--- config.mk ---
export PLATFORM = sky130hd
export DESIGN_NAME = reg_hazard_scheduler
export DESIGN_NICKNAME = d
export VERILOG_FILES = /design/src/rtl/reg_hazard_scheduler.sv
export SDC_FILE = /design/constraint.sdc
export NUM_CORES = 1
export LEC_CHECK = 0
export ABC_AREA = 0
export CAP_MARGIN = 40
export CORE_MARGIN = 4
export CORE_UTILIZATION = 50
export DETAILED_ROUTE_END_ITERATION = 12
export PLACE_DENSITY = 0.91
export SLEW_MARGIN = 20
export SYNTH_ARGS = -nofsm -noshare
export SYNTH_HDL_FRONTEND = slang
export SYNTH_SLANG_ARGS = --single-unit
--- constraint.sdc ---
create_clock -name clk -period 2.57 [get_ports clk]
set_input_delay 0.514 -clock clk [delete_from_list [all_inputs] [get_ports clk]]
set_output_delay 0.514 -clock clk [all_outputs]
set_load 0.02 [all_outputs]
--- src/rtl/reg_hazard_scheduler.sv ---
// Read-after-write hazard scheduler: four-slot destination tracker (Execute..Writeback),
// issue gating and a saturating stall counter. Define SCOREBOARD_FWD_EN to exclude S4 from matching.
module reg_hazard_scheduler (
    input  logic        clk,
    input  logic        reset,
    input  logic        issue_valid,
    input  logic [2:0]  issue_rs1,
    input  logic [2:0]  issue_rs2,
    input  logic [1:0]  issue_rs_use,
    input  logic [2:0]  issue_rd,
    input  logic        issue_rd_we,
    input  logic        flush,
    input  logic        hold,
    output logic        issue_ready,
    output logic        hazard,
    output logic        wb_valid,
    output logic [2:0]  wb_rd,
    output logic [2:0]  inflight_cnt,
    output logic [15:0] stall_cnt
);

    // Bit i of the mask selects slot S(i+1) for source matching.
`ifdef SCOREBOARD_FWD_EN
    localparam logic [3:0] MATCH_MASK = 4'b0111;
`else
    localparam logic [3:0] MATCH_MASK = 4'b1111;
`endif

    logic [3:0]       r_slot_vld;
    logic [3:0][2:0]  r_slot_rd;
    logic [15:0]      r_stall_cnt;

    logic             w_rs1_hit;
    logic             w_rs2_hit;
    logic             w_hazard;
    logic             w_ready;
    logic             w_stall_inc;
    logic             w_s1_vld;
    logic [2:0]       w_s1_rd;
    logic [2:0]       w_inflight;

    // Source-versus-tracker comparison and issue gating.
    always_comb begin
        w_rs1_hit = 1'b0;
        w_rs2_hit = 1'b0;
        for (int i = 0; i < 4; i++) begin
            w_rs1_hit = w_rs1_hit | (MATCH_MASK[i] & r_slot_vld[i] & issue_rs_use[0]
                                     & (r_slot_rd[i] == issue_rs1));
            w_rs2_hit = w_rs2_hit | (MATCH_MASK[i] & r_slot_vld[i] & issue_rs_use[1]
                                     & (r_slot_rd[i] == issue_rs2));
        end
        w_hazard    = issue_valid & (w_rs1_hit | w_rs2_hit);
        w_ready     = issue_valid & ~w_hazard & ~hold & ~flush;
        w_stall_inc = w_hazard & ~hold & ~flush;
        w_s1_vld    = w_ready & issue_rd_we;
        w_s1_rd     = w_s1_vld ? issue_rd : 3'd0;
    end

    // Occupancy popcount across all four slots, S4 included.
    always_comb begin
        w_inflight = {2'b00, r_slot_vld[0]} + {2'b00, r_slot_vld[1]}
                   + {2'b00, r_slot_vld[2]} + {2'b00, r_slot_vld[3]};
    end

    // Tracker pipeline: shifts toward S4 unless held; S1 takes the accepted write or a bubble.
    always_ff @(posedge clk or posedge reset) begin
        if (reset) begin
            r_slot_vld <= 4'b0000;
            r_slot_rd  <= 12'h000;
        end else if (!hold) begin
            r_slot_vld <= {r_slot_vld[2:0], w_s1_vld};
            r_slot_rd  <= {r_slot_rd[2:0], w_s1_rd};
        end else begin
            r_slot_vld <= r_slot_vld;
            r_slot_rd  <= r_slot_rd;
        end
    end

    // Saturating count of cycles lost to a genuine hazard stall.
    always_ff @(posedge clk or posedge reset) begin
        if (reset) begin
            r_stall_cnt <= 16'h0000;
        end else if (w_stall_inc && (r_stall_cnt != 16'hFFFF)) begin
            r_stall_cnt <= r_stall_cnt + 16'h0001;
        end else begin
            r_stall_cnt <= r_stall_cnt;
        end
    end

    assign hazard       = w_hazard;
    assign issue_ready  = w_ready;
    assign wb_valid     = r_slot_vld[3];
    assign wb_rd        = r_slot_rd[3];
    assign inflight_cnt = w_inflight;
    assign stall_cnt    = r_stall_cnt;

endmodule

==> results.rst <==
.. list-table::
   :header-rows: 1

   * - Metric
     - Value
   * - Status
     - completed
   * - Arrival time at the worst endpoint
     - 1.91 ns
   * - Highest ir drop seen on vdd
     - 0.475 mV
   * - Most common cell after layout, fill and taps aside
     - dfrtp_1
   * - Post-synthesis area per instance
     - 10.8 um2
   * - Die outline area
     - 4730 um2
   * - Largest stage delay on the critical path
     - 0.53 ns
   * - Count of H-tree levels built during CTS
     - 2
   * - Net count after synthesis
     - 192
   * - 1st-pass router iterations
     - 4
   * - Slew of the pin with the lowest slew margin
     - 0.401 ns
   * - Top-level I/O count
     - 42
   * - Layout area overhead
     - 34.3%
   * - Fraction of layout instances using a drive strength above 1
     - 24.5%
   * - Portion of the clock cycle consumed by the worst path in the final layout
     - 94.2%
   * - Number of non-filler instances in the completed layout
     - 279
   * - Fmax achieved
     - 0.413 GHz
   * - DP Cell Count
     - 270
   * - Depth of the worst register-to-register path
     - 8
   * - Wire length of the first global-routing pass
     - 6.76 mm
   * - Cell family contributing the most delay on the critical path
     - adder cells
   * - Fin Setup TNS
     - 0 ns
   * - # port buffers
     - 41
   * - Clock network latency to the later pin of the worst-skew pair
     - 0.28 ns
   * - Max-slew violation count
     - 0
   * - CP max stage cell
     - fa_1
   * - CTS Buf Count
     - 5
   * - Wire length per cell after detailed routing
     - 14.5 um
   * - Clock Path Buffers
     - 2
   * - Max-slew headroom at the worst pin
     - 73.3%
   * - Die outline height
     - 68.8 um
   * - Total power
     - 0.00119 W
   * - Detailed-route vias per instance
     - 5.24
   * - Number of cells produced by synthesis
     - 171
   * - Type of destination of the critical path
     - output port
   * - Power density normalized to cell area
     - 479 nW/um2
   * - Initial antenna violation count
     - 0
   * - Drc violations
     - 0
   * - MaxCap Viol Count
     - 0
   * - Worst hold path endpoint
     - stall_cnt[9]
   * - Number of synthesized register bits
     - 32
   * - Cells along the critical path
     - inv_1, fa_1, inv_1, ha_1, ha_1, dlygate4sd2_1
   * - CTS Hold Buffers Added
     - 0
   * - Total cell area at the placement stage
     - 2410 um2
   * - CTS Sinks
     - 32
   * - Final Cell Area
     - 2480 um2
   * - DIE WIDTH
     - 68.8 um
   * - Clock root buffer
     - clkbuf_8
   * - Part of the Yosys area used for sequential elements
     - 43.3%
   * - Setup slack after placement
     - -0.571 ns
   * - GRT Util Overall
     - 19.5%
   * - Diodes inserted
     - 0
   * - Hold Path Origin
     - stall_cnt[9]
   * - Number of distinct library cells after synthesis
     - 29
   * - Endpoints failing hold
     - 0
   * - Minimum clock period after layout
     - 2.42 ns
   * - Setup slack, reg-to-reg
     - 0.48 ns
   * - R2r endpoint
     - stall_cnt[1]
   * - Combined buffer and inverter count along the critical path
     - 3
   * - TritonCTS clock tree
     - yes
   * - Cell area after synthesis
     - 1850 um2
   * - Post-route clock skew
     - 0.00675 ns
   * - Worst setup path class
     - flip-flop to output port
   * - Kind of path behind the tightest hold check
     - flip-flop to flip-flop
   * - Setup repair after global routing missed its margin
     - no
   * - Required time at the endpoint of the critical path
     - 2.06 ns
   * - Commonest cells after routing, fill and taps aside
     - dfrtp_1 (32), clkdlybuf4s50_1 (28), xor2_1 (22)
   * - Vias in the first global route
     - 1491
   * - Final setup violating endpoints
     - 0
   * - Leakage power summed over all cells
     - 1.18 nW
   * - Number of standard-cell rows in the floorplan
     - 21
   * - Worst hold path cell count
     - 1
   * - Count of nets left with antenna violations after detail routing
     - 0
   * - Floorplan Core Area
     - 3440 um2
   * - Remaining global-route overflow
     - 0
   * - Detailed-route wire length
     - 4.03 mm
   * - Via Count
     - 1462
   * - Least setup slack across all paths after layout
     - 0.148 ns
   * - Launching element of the worst setup path
     - r_slot_vld[3]
   * - Crit path launch type
     - flip-flop
   * - Effective utilization at floorplan
     - 53.7%
   * - Clock slew at reported path FFs
     - 0.07 ns
   * - DP HPWL
     - 2.98 mm
   * - Global placement routability congestion
     - 0.914
   * - Violation count after the first detailed-routing iteration
     - 74
   * - Count of yosys warnings during synthesis
     - 0
   * - Fin nets
     - 253
   * - Launching point of the worst reg2reg path
     - r_slot_rd[5]
   * - Pin count of the biggest net entering global routing
     - 33
   * - Maximum fanout encountered on the critical timing path
     - 2
==> synth_stat cells <==
cell / number / area, um2
dfrtp_1: 32 / 801
xor2_1: 22 / 193
xnor2_1: 17 / 149
nand2_1: 15 / 56.3
mux2_2: 10 / 113
nor4_1: 10 / 62.6
and3_1: 7 / 43.8
nand3_2: 7 / 70.1
inv_1: 6 / 22.5
nand3_1: 5 / 25.0
nor2_1: 5 / 18.8
nand2_2: 4 / 25.0
nand4_1: 4 / 25.0
a32o_1: 3 / 30.0
buf_4: 3 / 22.5
ha_1: 3 / 37.5
nor3_1: 3 / 15.0
a41oi_1: 2 / 17.5
and2_1: 2 / 12.5
o21ai_0: 2 / 10.0
a22o_1: 1 / 8.76
buf_2: 1 / 5.00
buf_6: 1 / 11.3
clkbuf_1: 1 / 3.75
fa_1: 1 / 20.0
mux2_1: 1 / 11.3
nor2_2: 1 / 6.26
nor2_4: 1 / 11.3
nor4_4: 1 / 21.3
==> final cells by class <==
| cell class | count | area (um2) |
|---|---|---|
| multi-input combinational | 127 | 982 |
| fill | 262 | 961 |
| sequential | 32 | 801 |
| timing repair buffer | 60 | 526 |
| clock buffer | 6 | 82.6 |
| tap | 46 | 57.6 |
| inverter | 6 | 22.5 |
| clock inverter | 2 | 10.0 |
==> registers in the layout, indices dropped and copies added, names as in the netlist <==
signal,flops
stall_cnt,16
r_slot_vld,4
r_slot_rd,9
wb_rd,3
==> power by group <==
| group | internal [W] | total (W) | switching [W] |
|---|---|---|---|
| combinational | 0.000115 | 0.000231 | 0.000116 |
| clock | 0.000213 | 0.000397 | 0.000184 |
| sequential | 0.000529 | 0.000561 | 0.0000320 |
| total | 0.000857 | 0.00119 | 0.000332 |
==> what timing repair did <==
| item | in CTS | in global routing |
|---|---|---|
| pin swaps | 2 | 3 |
| setup buffers | 0 | 1 |
| gates resized for setup | 16 | 14 |
| setup endpoints to repair | 5 | 3 |
==> through the flow <==
| step | util, % | hold slack, ns |
|---|---|---|
| after global placement | 70.0 | 0.482 |
| after floorplan | - | 0.495 |
| after global routing | 72.1 | 0.517 |
| final | 72.1 | 0.498 |
| after detailed placement | 70.0 | 0.488 |
| after CTS | 72.2 | 0.501 |
==> cell families (layout without fill, tap and decap cells) <==
logic type,Yosys count,in the layout,share of synthesized area (%)
xor+xnor,39,39,18.5
compound gates,8,8,3.59
buf+inv,12,74,3.52
flops,32,32,43.3
fa+ha+maj,4,4,3.11
mux,11,11,6.70
simple gates,65,65,21.3
==> per-layer routing <==
layer	up-vias	track usage, %	routed length [um]
met1	700	24.7	1830
met3	7	6.00	237
met2	43	31.8	1900
met4	0	6.08	68
met5	-	0	0
li1	712	-	-
==> worst max-delay path by stage <==
| stage | endpoint | slack, ns | depth (start not counted) |
|---|---|---|---|
| detailed placement | issue_ready | -0.57 | 7 |
| finish | inflight_cnt[2] | 0.15 | 6 |
| global placement | hazard | -0.56 | 7 |
| floorplan | inflight_cnt[1] | 0.39 | 5 |
| global route | hazard | 0.00007 | 7 |
| CTS | issue_ready | 0.004 | 7 |
==> worst reg2reg max path: stages (launching register included) <==
cell     delay, ns
dfrtp_1       0.44
xor2_1        0.20
nor4_1        0.08
nor4_1        0.29
nand3_2       0.18
buf_4         0.16
buf_4         0.19
nand2_1       0.11
mux2_1        0.32
(Power assumes the default switching activity.)
